`config.mk`:
```
export PLATFORM = sky130hd
export DESIGN_NAME = upd_phy_to_llr_packer
export DESIGN_NICKNAME = d
export VERILOG_FILES = /design/src/rtl/upd_llr_pkg.sv /design/src/rtl/upd_llr_out_slice.sv /design/src/rtl/upd_phy_to_llr_packer.sv
export SDC_FILE = /design/constraint.sdc
export NUM_CORES = 1
export LEC_CHECK = 0
export ABC_AREA = 1
export CORE_ASPECT_RATIO = 0.9
export CORE_UTILIZATION = 44
export CTS_BUF_LIST = sky130_fd_sc_hd__clkbuf_4
export CTS_CLUSTER_SIZE = 14
export DETAILED_ROUTE_END_ITERATION = 8
export HOLD_SLACK_MARGIN = 0.02
export PLACE_DENSITY_LB_ADDON = 0.05
export RECOVER_POWER = 50
export SLEW_MARGIN = 20
export SYNTH_ARGS = -nofsm -noshare
export SYNTH_HDL_FRONTEND = slang
export SYNTH_SLANG_ARGS = --single-unit
export TNS_END_PERCENT = 5
```
`constraint.sdc`:
```
create_clock -name i_core_clk -period 1.9 [get_ports i_core_clk]
set_input_delay 0.285 -clock i_core_clk [delete_from_list [all_inputs] [get_ports i_core_clk]]
set_output_delay 0.285 -clock i_core_clk [all_outputs]
set_load 0.005 [all_outputs]
```
`src/rtl/upd_llr_pkg.sv`:
```
// ----------------------------------------------------------------------------
// upd_llr_pkg
//   Shared definitions for the PHY-to-LLR packer:
//     - llr_state_e      : packer FSM states (IDLE / RUN / FLUSH)
//     - DEF_*            : default widths used by the top-level parameters
//     - re_mask_bit()    : valid-RE mask generator, one mask bit per call
// ----------------------------------------------------------------------------
package upd_llr_pkg;

   typedef enum logic [1:0] {
      ST_IDLE  = 2'd0,
      ST_RUN   = 2'd1,
      ST_FLUSH = 2'd2
   } llr_state_e;

   localparam int unsigned DEF_RE_PER_BEAT = 2;
   localparam int unsigned DEF_IQ_W        = 16;
   localparam int unsigned DEF_NOISE_W     = 16;
   localparam int unsigned DEF_CNT_W       = 16;

   // Bit idx of a valid-RE mask holding n_re valid REs in the LSBs.
   function automatic logic re_mask_bit(input logic [3:0] n_re, input int unsigned idx);
      return (idx < {28'd0, n_re});
   endfunction

endpackage

```
`src/rtl/upd_llr_out_slice.sv`:
```
// ----------------------------------------------------------------------------
// upd_llr_out_slice
//   Single-entry output register with valid/ready handshake. A payload is
//   loaded when in_valid meets in_ready and held stable until out_ready.
//   Ports:
//     clk, rst_n      : clock, asynchronous active-low reset
//     clr             : synchronous clear, drops the held beat
//     in_valid/in_data/in_ready : producer side (in_ready combinational)
//     out_valid/out_data/out_ready : consumer side (registered)
// ----------------------------------------------------------------------------
module upd_llr_out_slice #(
   parameter int unsigned PAYLOAD_W = 8
) (
   input  logic                 clk,
   input  logic                 rst_n,
   input  logic                 clr,
   input  logic                 in_valid,
   input  logic [PAYLOAD_W-1:0] in_data,
   output logic                 in_ready,
   output logic                 out_valid,
   output logic [PAYLOAD_W-1:0] out_data,
   input  logic                 out_ready
);

   logic                 valid_r;
   logic [PAYLOAD_W-1:0] data_r;

   // The slot can take a new beat when empty or when the held beat leaves now.
   assign in_ready  = !valid_r || out_ready;
   assign out_valid = valid_r;
   assign out_data  = data_r;

   // Output register: load on handshake, release once the consumer accepts.
   always_ff @(posedge clk or negedge rst_n) begin
      if (!rst_n) begin
         valid_r <= 1'b0;
         data_r  <= '0;
      end else if (clr) begin
         valid_r <= 1'b0;
         data_r  <= '0;
      end else if (in_valid && in_ready) begin
         valid_r <= 1'b1;
         data_r  <= in_data;
      end else if (out_ready) begin
         valid_r <= 1'b0;
         data_r  <= data_r;
      end else begin
         valid_r <= valid_r;
         data_r  <= data_r;
      end
   end

endmodule

```
`src/rtl/upd_phy_to_llr_packer.sv`:
```
// ----------------------------------------------------------------------------
// upd_phy_to_llr_packer
//   Pops packed IQ words and per-group noise samples from two show-ahead
//   FIFOs and presents them as registered beats of RE_PER_BEAT REs for one
//   user. A noise sample is shared by i_user_iq_noise_rate REs.
//   Optional feature macro: UPD_LLR_PACK_STATS_EN (starvation counter on
//   o_stall_cycles; tied to zero when undefined).
//   Ports:
//     i_core_clk, i_rx_rstn        : clock, asynchronous active-low reset
//     i_start, i_abort             : begin user (IDLE only) / abort user
//     i_user_iq_noise_rate         : REs per noise sample
//     i_cur_user_re_amounts        : REs in this user
//     i_iq_fifo_*, i_noise_fifo_*  : show-ahead FIFO data and empty flags
//     o_iq_fifo_rd_en, o_noise_fifo_rd_en : pop strobes (combinational)
//     i_out_ready, o_data_strobe   : output handshake
//     o_re_data_i/q, o_noise_data, o_re_mask, o_last : beat payload
//     o_done, o_cfg_err            : end-of-user / bad-config pulses
//     o_busy, o_stall_cycles       : status
// ----------------------------------------------------------------------------
module upd_phy_to_llr_packer
   import upd_llr_pkg::*;
#(
   parameter int unsigned RE_PER_BEAT = DEF_RE_PER_BEAT,
   parameter int unsigned IQ_W        = DEF_IQ_W,
   parameter int unsigned NOISE_W     = DEF_NOISE_W,
   parameter int unsigned CNT_W       = DEF_CNT_W
) (
   input  logic                          i_core_clk,
   input  logic                          i_rx_rstn,
   input  logic                          i_start,
   input  logic                          i_abort,
   input  logic [CNT_W-1:0]              i_user_iq_noise_rate,
   input  logic [CNT_W-1:0]              i_cur_user_re_amounts,
   input  logic [RE_PER_BEAT*2*IQ_W-1:0] i_iq_fifo_data,
   input  logic                          i_iq_fifo_empty,
   input  logic                          i_noise_fifo_empty,
   input  logic [NOISE_W-1:0]            i_noise_fifo_data,
   output logic                          o_iq_fifo_rd_en,
   output logic                          o_noise_fifo_rd_en,
   input  logic                          i_out_ready,
   output logic                          o_data_strobe,
   output logic [RE_PER_BEAT*IQ_W-1:0]   o_re_data_i,
   output logic [RE_PER_BEAT*IQ_W-1:0]   o_re_data_q,
   output logic [NOISE_W-1:0]            o_noise_data,
   output logic [RE_PER_BEAT-1:0]        o_re_mask,
   output logic                          o_last,
   output logic                          o_done,
   output logic                          o_cfg_err,
   output logic                          o_busy,
   output logic [31:0]                   o_stall_cycles
);

   localparam int unsigned BEAT_W = RE_PER_BEAT * IQ_W;
   localparam int unsigned PAY_W  = 1 + RE_PER_BEAT + NOISE_W + 2 * BEAT_W;
   localparam logic [CNT_W:0]   RPB_WIDE   = (CNT_W+1)'(RE_PER_BEAT);
   localparam logic [CNT_W-1:0] RPB_NARROW = CNT_W'(RE_PER_BEAT);

   llr_state_e       state_r, state_nxt_s;
   logic [CNT_W-1:0] rate_r, amounts_r;
   logic [CNT_W:0]   re_cnt_r, grp_cnt_r;   // one spare bit so the max user never wraps
   logic             done_r, cfg_err_r;

   logic [CNT_W:0]       rem_s, grp_nxt_s;
   logic                 last_beat_s, grp_done_s, fire_s, slice_ready_s;
   logic                 start_idle_s, cfg_bad_s, run_start_s, cfg_err_s, done_s;
   logic [RE_PER_BEAT-1:0] mask_s;
   logic [BEAT_W-1:0]    iq_i_s, iq_q_s;
   logic [PAY_W-1:0]     pay_s, slice_data_s;

   // Beat datapath: remaining REs, noise-group progress, mask and I/Q split.
   always_comb begin
      rem_s       = {1'b0, amounts_r} - re_cnt_r;
      last_beat_s = (rem_s <= RPB_WIDE);
      grp_nxt_s   = grp_cnt_r + RPB_WIDE;
      grp_done_s  = (grp_nxt_s == {1'b0, rate_r});
      mask_s      = '0;
      iq_i_s      = '0;
      iq_q_s      = '0;
      for (int unsigned k = 0; k < RE_PER_BEAT; k++) begin
         if (last_beat_s) begin
            mask_s[k] = re_mask_bit(rem_s[3:0], k);
         end else begin
            mask_s[k] = 1'b1;
         end
         iq_i_s[k*IQ_W +: IQ_W] = i_iq_fifo_data[(2*k)*IQ_W +: IQ_W];
         iq_q_s[k*IQ_W +: IQ_W] = i_iq_fifo_data[(2*k+1)*IQ_W +: IQ_W];
      end
      pay_s = {last_beat_s, mask_s, i_noise_fifo_data, iq_q_s, iq_i_s};
   end

   assign fire_s = (state_r == ST_RUN) && !i_abort && !i_iq_fifo_empty &&
                   !i_noise_fifo_empty && slice_ready_s;

   assign o_iq_fifo_rd_en    = fire_s;
   assign o_noise_fifo_rd_en = fire_s && (grp_done_s || last_beat_s);

   // FSM next state and start/done qualifiers; abort overrides everything.
   always_comb begin
      state_nxt_s  = state_r;
      cfg_bad_s    = (i_user_iq_noise_rate == '0) ||
                     ((i_user_iq_noise_rate % RPB_NARROW) != '0);
      start_idle_s = (state_r == ST_IDLE) && i_start && !i_abort;
      run_start_s  = start_idle_s && (i_cur_user_re_amounts != '0) && !cfg_bad_s;
      cfg_err_s    = start_idle_s && (i_cur_user_re_amounts != '0) && cfg_bad_s;
      done_s       = (state_r == ST_FLUSH) && slice_ready_s && !i_abort;
      case (state_r)
         ST_IDLE: begin
            if (i_start) begin
               if (i_cur_user_re_amounts == '0) begin
                  state_nxt_s = ST_FLUSH;
               end else if (cfg_bad_s) begin
                  state_nxt_s = ST_IDLE;
               end else begin
                  state_nxt_s = ST_RUN;
               end
            end else begin
               state_nxt_s = ST_IDLE;
            end
         end
         ST_RUN: begin
            if (fire_s && last_beat_s) begin
               state_nxt_s = ST_FLUSH;
            end else begin
               state_nxt_s = ST_RUN;
            end
         end
         ST_FLUSH: begin
            // Leave only once the last beat has left the output register.
            if (slice_ready_s) begin
               state_nxt_s = ST_IDLE;
            end else begin
               state_nxt_s = ST_FLUSH;
            end
         end
         default: begin
            state_nxt_s = ST_IDLE;
         end
      endcase
      if (i_abort) begin
         state_nxt_s = ST_IDLE;
      end else begin
         state_nxt_s = state_nxt_s;
      end
   end

   // FSM state register.
   always_ff @(posedge i_core_clk or negedge i_rx_rstn) begin
      if (!i_rx_rstn) begin
         state_r <= ST_IDLE;
      end else begin
         state_r <= state_nxt_s;
      end
   end

   // Latched config, RE/noise-group counters and status pulses.
   always_ff @(posedge i_core_clk or negedge i_rx_rstn) begin
      if (!i_rx_rstn) begin
         rate_r    <= '0;
         amounts_r <= '0;
         re_cnt_r  <= '0;
         grp_cnt_r <= '0;
         done_r    <= 1'b0;
         cfg_err_r <= 1'b0;
      end else begin
         done_r    <= done_s;
         cfg_err_r <= cfg_err_s;
         if (i_abort) begin
            re_cnt_r  <= '0;
            grp_cnt_r <= '0;
         end else if (run_start_s) begin
            rate_r    <= i_user_iq_noise_rate;
            amounts_r <= i_cur_user_re_amounts;
            re_cnt_r  <= '0;
            grp_cnt_r <= '0;
         end else if (fire_s) begin
            re_cnt_r  <= re_cnt_r + RPB_WIDE;
            grp_cnt_r <= grp_done_s ? '0 : grp_nxt_s;
         end else begin
            re_cnt_r  <= re_cnt_r;
            grp_cnt_r <= grp_cnt_r;
         end
      end
   end

   upd_llr_out_slice #(
      .PAYLOAD_W (PAY_W)
   ) u_out_slice (
      .clk       (i_core_clk),
      .rst_n     (i_rx_rstn),
      .clr       (i_abort),
      .in_valid  (fire_s),
      .in_data   (pay_s),
      .in_ready  (slice_ready_s),
      .out_valid (o_data_strobe),
      .out_data  (slice_data_s),
      .out_ready (i_out_ready)
   );

   assign {o_last, o_re_mask, o_noise_data, o_re_data_q, o_re_data_i} = slice_data_s;
   assign o_done    = done_r;
   assign o_cfg_err = cfg_err_r;
   assign o_busy    = (state_r != ST_IDLE);

`ifdef UPD_LLR_PACK_STATS_EN
   logic [31:0] stall_r;

   // Starvation counter: RUN cycles lost to an empty FIFO, held at all-ones.
   always_ff @(posedge i_core_clk or negedge i_rx_rstn) begin
      if (!i_rx_rstn) begin
         stall_r <= 32'd0;
      end else if (start_idle_s) begin
         stall_r <= 32'd0;
      end else if ((state_r == ST_RUN) && !i_abort &&
                   (i_iq_fifo_empty || i_noise_fifo_empty) &&
                   (stall_r != 32'hFFFF_FFFF)) begin
         stall_r <= stall_r + 32'd1;
      end else begin
         stall_r <= stall_r;
      end
   end

   assign o_stall_cycles = stall_r;
`else
   assign o_stall_cycles = 32'd0;
`endif

endmodule

```
; ---- After elaboration in Yosys (flattened, before gate mapping)
; Cells that the tools add are included.
[classes]
mux = 21
n_reduce_logical = 31
bitwise = 1
n_eq_ne = 3
addsub = 3
order_cmp = 3
[op_table]
columns = cell, count
row1 = $mux 83, 2
row2 = $mux 17, 7
row3 = $add 17x2->17 const B, 2
row4 = $logic_not 16->1, 2
row5 = $eq 17x16->1, 1
row6 = $le 17x2->1 const B, 1
row7 = $sub 16x17->17, 1
row8 = $reduce_bool 16->1, 1
row9 = $logic_and 1x1->1, 14
row10 = $mux 2, 5
row11 = $lt 1x4->1 const A, 2
row12 = $mux 1, 6
row13 = $pmux 2 s3, 1
row14 = $reduce_bool 3->1, 2
row15 = $logic_not 1->1, 5
row16 = $reduce_bool 2->1, 2
row17 = $logic_or 1x1->1, 3
row18 = $eq 2x1->1 const B, 1
row19 = $eq 2x2->1 const B, 1
row20 = $logic_not 2->1, 1
row21 = $reduce_and 2->1, 1
row22 = $not 1->1, 1
[totals]
reg_bits = 154

; ---- Logic depth before layout (Yosys ltp)
[depth]
ltp_word = 9
mapped_depth = 17
depth_no_buf = 17

; ---- Cells and area by module
; A second synthesis with hierarchy kept.
[unflattened]
hier_cells = 1144
hier_area_um2 = 8803.4
[modules_own_cells]
columns = mod, seq_area_each_um2, instances, area_each_um2, cells_per_inst
row1 = upd_phy_to_llr_packer, 1701.6, 1, 5178.7, 760
row2 = upd_llr_out_slice, 2102.0, 1, 3624.7, 384

; ---- Worst setup path before layout
; No wires, ideal clock.
[synth_path]
path_type = flip-flop to output port
startpoint = register amounts_r[1]
endpoint = output port o_noise_fifo_rd_en
t_required_ps = 1615
slack_ps = -242
arrival_time_ps = 1857
stages_incl_launch_ff = 17
path_cell_list = dfrtp_1 inv_1 fa_1 inv_1 nand3_1 nand2_1 nand2_1 nand2_1 nand2_1 nand2_1 xnor2_1 nand2_1 inv_1 nand4_1 nor2_1 nand2_1 nand2_1
[synth_between]
elab_chain_cells = 4
[synth_rtl]
columns = element, line
row1 = start: declaration, upd_phy_to_llr_packer.sv:59  ; logic [CNT_W-1:0] rate_r, amounts_r;
row2 = start signal: assignment, upd_phy_to_llr_packer.sv:172  ; amounts_r <= i_cur_user_re_amounts;
row3 = $sub 16x17->17, upd_phy_to_llr_packer.sv:72  ; rem_s = {1'b0, amounts_r} - re_cnt_r;
row4 = $le 17x2->1, upd_phy_to_llr_packer.sv:73  ; last_beat_s = (rem_s <= RPB_WIDE);
row5 = $logic_or 1x1->1, upd_phy_to_llr_packer.sv:95  ; assign o_noise_fifo_rd_en = fire_s && (grp_done_s || last_beat_s);
row6 = $logic_and 1x1->1, upd_phy_to_llr_packer.sv:95
row7 = end: declaration, upd_phy_to_llr_packer.sv:39  ; output logic o_noise_fifo_rd_en,
; No other way between the ends.

; ---- Worst setup path after layout
[layout_path]
startpoint = register re_cnt_r[1]
endpoint = output port o_noise_fifo_rd_en
[layout_between]
elab_chain_cells = 4
[layout_rtl]
columns = element, line
row1 = start: declaration, upd_phy_to_llr_packer.sv:60  ; logic [CNT_W:0] re_cnt_r, grp_cnt_r;
row2 = start signal: assignment, upd_phy_to_llr_packer.sv:176  ; re_cnt_r <= re_cnt_r + RPB_WIDE;
row3 = start signal: assignment, upd_phy_to_llr_packer.sv:179  ; re_cnt_r <= re_cnt_r;
row4 = $sub 16x17->17, upd_phy_to_llr_packer.sv:72
row5 = $le 17x2->1, upd_phy_to_llr_packer.sv:73
row6 = $logic_or 1x1->1, upd_phy_to_llr_packer.sv:95
row7 = $logic_and 1x1->1, upd_phy_to_llr_packer.sv:95
; No other way between the ends.

==> flow_results.org <==
** Status
- The run finished, with violations left.
- The final reports fail on negative setup slack.

** Clocking
- The clock tree synthesis step divided the H-tree into 4 levels.
- After clock tree synthesis, the clock-pin slew on the worst setup and hold paths is between 0.1 and 0.15 ns.
- Clock Tree Buf Depth :: 2
- TritonCTS Buffers :: 17
- CTS saw approximately 150 sinks.
- The cell sitting at the root of the clock tree is a clkbuf_4.
- TritonCTS built the clock tree.
- Skew-Pair Late Insertion Delay :: 0.57 ns

** Yosys
- dfrtp_1 takes more of the synthesized area than any other cell.
- The most used flip-flop cell after synthesis is dfrtp_1.
- Netlist Area Pre-Place :: around 8000 um2
- Complex-gate fraction of the synthesized area :: 14.67%
- After Yosys synthesis, and, or, nand and nor cells account for 22.87% of the synthesized area.
- Largest cells by area after synthesis :: dfrtp_1, nand2_1, a22o_1
- Area share of the leading cell type in the synthesized netlist :: a little under half
- Synthesis produced a netlist whose cell count is 956.
- In this run the mean area of a mapped cell was 8.385 um2.
- Adder-cell share of the synthesized area :: 2.903%
- Dominant combinational cell family by area after synthesis :: simple AND/OR/NAND/NOR gates
- The synthesized netlist devotes just over 2% of its cell area to XOR and XNOR gates.
- Total of flip-flops plus latches after synthesis :: 152
- Proportion of synthesized area in mux cells :: 0%
- Sequential share of the synthesized area :: 47.45%
- Proportion of register bits with asynchronous set or reset after synthesis :: 100.0%
- Counting flops with a built-in enable in the synthesized netlist gives 0.
- Number of unique standard cell types used by synthesis :: 36
- Synth Warn # :: 0

** Layout
- Registers take ~3800 um2.
- The area growth from synthesis to layout is 55.80%.
- After the last flow step, the layout net total stands at 1489.
- Fill count :: 1438
- Summing all multi-input logic gate instances after layout gives 3976 um2.
- The number of antenna diodes in the final layout is 0.
- Of the cells placed in the final design, the portion with a size suffix greater than 1 is 25.13%.

** Floorplanning
- Num ports :: 240
- Area inside the core boundary :: 17730 um2
- The die covers 18760 um2.
- Number of placement rows :: 46
- The die is around 130 um tall.
- Once the floorplan was initialized, standard cells occupied 45.22% of the core.
- From left edge to right edge, the die measures 144.3 um.

** Critical path
- The cell that appears most often on the critical path is nand2_1.
- Worst-path cell chain :: fa_2, buf_4, xor2_2, nand2_2, a31oi_1, nand2_1, nor3_2, nand3_2, nor2_4, nand2_1, nand2_1, buf_2
- Worst Setup Path Type :: flop to output port
- Worst Path Required :: 1.62 ns
- Maximum single-stage delay on the critical path :: 0.46 ns
- The startpoint identified for the worst register-to-register timing path is re_cnt_r[6]$_DFFE_PN0P_.
- Depth of the critical timing path with buffers and inverters included :: 12
- Data arrival time of the critical path :: 2.75 ns
- Nature of the critical path endpoint :: output port
- Crit path buf inv count :: 2
- In this run the worst setup path terminates at o_noise_fifo_rd_en.
- Launching element of the worst setup path :: re_cnt_r[1]$_DFFE_PN0P_
- Along the worst path, the maximum fanout reaches 3.
- Startpoint types :: flop
- Crit path max-delay family :: simple AND/OR/NAND/NOR gates
- The slowest stage of the critical path belongs to the cell dfrtp_2.
- Counting cells, the worst reg-to-reg path comes to 25.
- Register-to-Register Setup Slack :: -1.05 ns
- Endpoint of the worst-slack reg-to-reg timing path :: state_r[0]$_DFF_PN0_

** Min path
- Worst hold path type :: input port to flop
- Along the worst hold path, the cell count comes to 3.

** Global routing
- Total grt overflow :: 0
- Maximum number of pins on one net before global-route repair :: 80
- Via count of the first global-routing pass :: approximately 8k
- First-pass GRT wire length :: 39540 um
- The number of antenna violations at the first check in global routing was 0.
- Global router's overall resource usage :: 27.36%

** Pwr
- Per report_power, the sequential group accounts for between 40% and 50% of the total.
- Summed over all cells, the static leakage comes to between 6 and 7 nW.
- In this run the power spent charging and discharging nets is 0.002895 W.
- In this run switching power makes up 34.47% of total power.
- Combinational logic burns between 30% and 40% of the power.
- Worst vdd rail ir drop :: between 300 and 400 uV
- Cell-internal power :: 0.005502 W
- The clock network accounts for 24.6% of the total power.
- Total power of the final layout :: between 0.008 and 0.009 W
- In this run the power density over the cells is 672.3 nW/um2.

** Detailed routing
- In the final routing, the length of wire on met1 measures 11190 um.
- Wires add up to 24820 um.
- In the routed design, unresolved DRC markers number 0.
- The routed layout has between 7k and 8k vias.
- Detailed router's first-iteration violation count :: 424
- Summed over all nets, wire length on met2 after detailed routing comes to 12150 um.
- Once detail routing completed, the nets flagged for antenna violations numbered 0.
- After detailed routing, the met3 layer carries 1022 um of wire.
- First-pass iteration count of the detailed router :: 5
- WL/cell :: 15.47 um
- After detailed routing, no signal wire sits above met4.
- Via/cell ratio :: a little under 5

** Timing
- Final worst slack :: -1.139 ns
- Post-route worst hold slack :: 0.2735 ns
- Final min period :: 3.039 ns
- The hold violation count in the final report came to 0.
- Slew Limit Headroom :: between 20% and 30%
- Between clock sinks in the finished design, the worst skew comes to 0.02298 ns.
- For the pin with the worst max-slew slack, the measured transition is 1.131 ns.
- Pins Over Slew Limit :: 0
- Total negative slack :: -12.17 ns
- Setup repair after global routing could not meet its margin everywhere.
- Final worst path period share :: 159.9%
- Timing would allow up to ~330 MHz.
- Setup violations remaining at the end of the flow were counted as 45.

** Placed design
- Number of buffers inserted by port buffering :: 207
- At the placement stage, the worst setup path has a slack of -1.006 ns.
- Routability congestion estimate from global placement :: 0.8886
- The HPWL after detailed placement is about 18000 um.

** Flow run
- Number of max-cap violations :: 0
==> kinds of logic (layout without fill, tap and decap cells) <==
family	after synthesis	after routing
and+or+nand+nor	419	419
buffers and inverters	177	554
AOI/OAI and AO/OA	171	171
DFF	152	152
adders and majority gates	18	18
xor gates and xnor gates	18	18
other	1	33
==> area by class of cell <==
class / count / area share (%)
clock buffer: 17 / 1.022
clock inverter: 15 / 1.292
inverter: 112 / 3.366
multi-input combinational: 659 / 31.84
sequential: 152 / 30.46
tap: 240 / 2.404
timing repair buffer: 410 / 29.61
==> worst reg2reg max path, cell delays in order (launching register included) <==
cell     delay [ns]
dfrtp_1        0.42
inv_2          0.08
ha_4           0.22
nand2_2        0.08
nand2_2        0.08
inv_1          0.06
nand2_1        0.07
nand2_2        0.07
nand4_1        0.14
buf_4          0.17
buf_4          0.12
buf_4          0.12
buf_6          0.10
buf_6          0.10
buf_6          0.10
buf_6          0.10
buf_6          0.11
buf_6          0.11
buf_6          0.10
nand2_2        0.06
inv_2          0.04
nand3_4        0.09
nor2_4         0.05
nand3_4        0.09
nand2_2        0.07
a21oi_2        0.13
==> timing repair <==
action                     CTS  global route
gates resized for setup     79            28
hold endpoints to repair   122             0
setup endpoints to repair   28            39
setup buffers               18             4
pin swaps                   23             9
hold buffers                 1             0
==> routing by layer <==
layer	global-route usage, %	vias up
li1	-	3883
met1	37.16	3784
met2	44.68	208
met3	5.248	38
met4	7.678	0
met5	0	-
==> Yosys cell counts (10+ instances only) <==
library cell  count
nand2_1         257
dfrtp_1         152
inv_1           111
a22o_1           80
nor2_1           57
o21ai_0          52
nand3_1          45
buf_4            32
a21oi_1          26
clkbuf_1         23
ha_1             17
nor3_1           14
xor2_1           14
nand3_2          10
==> power groups by stage <==
| stage | clock network, W | logic, W | registers, W |
|---|---|---|---|
| 2_1_floorplan | 0 | 0.00120 | 0.00354 |
| 3_3_place_gp | 0 | 0.00225 | 0.00355 |
| 3_5_place_dp | 0 | 0.00228 | 0.00356 |
| 4_1_cts | 0.00213 | 0.00267 | 0.00352 |
| 5_1_grt | 0.00226 | 0.00310 | 0.00354 |
| 6_report | 0.00207 | 0.00281 | 0.00352 |
==> how the worst min path moves through the flow <==
stage / startpoint / end / slack, ns
finish: i_cur_user_re_amounts[3] / amounts_r[3]$_DFFE_PN0P_ / 0.27
global route: i_cur_user_re_amounts[3] / amounts_r[3]$_DFFE_PN0P_ / 0.24
CTS: i_rx_rstn / u_out_slice.out_data[46]$_DFFE_PN0P_ / 0.18
detailed placement: i_rx_rstn / u_out_slice.out_data[46]$_DFFE_PN0P_ / 0.25
global placement: i_rx_rstn / u_out_slice.out_data[46]$_DFFE_PN0P_ / 0.26
floorplan: i_rx_rstn / amounts_r[0]$_DFFE_PN0P_ / -0.01
==> cells in the final DEF, fill, tap and decap left out, types with 8 or more instances in the layout <==
cell and count:
buf_6 8, nand3_1 35, dfrtp_1 151, nor2_1 47, conb_1 33, nand2_1 237
a22o_1 80, nand3_2 16, nand2_2 20, inv_2 14, xor2_1 13, nor2_2 8
buf_4 181, nor3_1 11, inv_1 98, clkbuf_4 21, ha_4 12, clkdlybuf4s50_1 202
o21ai_0 46, a21oi_1 22, nand4_1 8
==> sequential cells by signal (all words and copies together), names as in the netlist <==
| name | cells |
|---|---|
| rate_r | 16 |
| state_r | 2 |
| u_out_slice.out_valid | 1 |
| re_cnt_r | 16 |
| amounts_r | 16 |
| grp_cnt_r | 16 |
| u_out_slice.out_data | 83 |
| o_cfg_err | 1 |
| o_done | 1 |
==> per-stage QoR <==
stage                     utilization, %  std cells  cell area [um2]
after floorplan                        -        988             8175
after global placement             65.94       1552            11690
after detailed placement           65.94       1552            11690
after CTS                          70.19       1601            12440
after global routing               70.45       1605            12490
final                              70.45       1605            12490
Note: power is estimated with default switching activity, not from simulation.
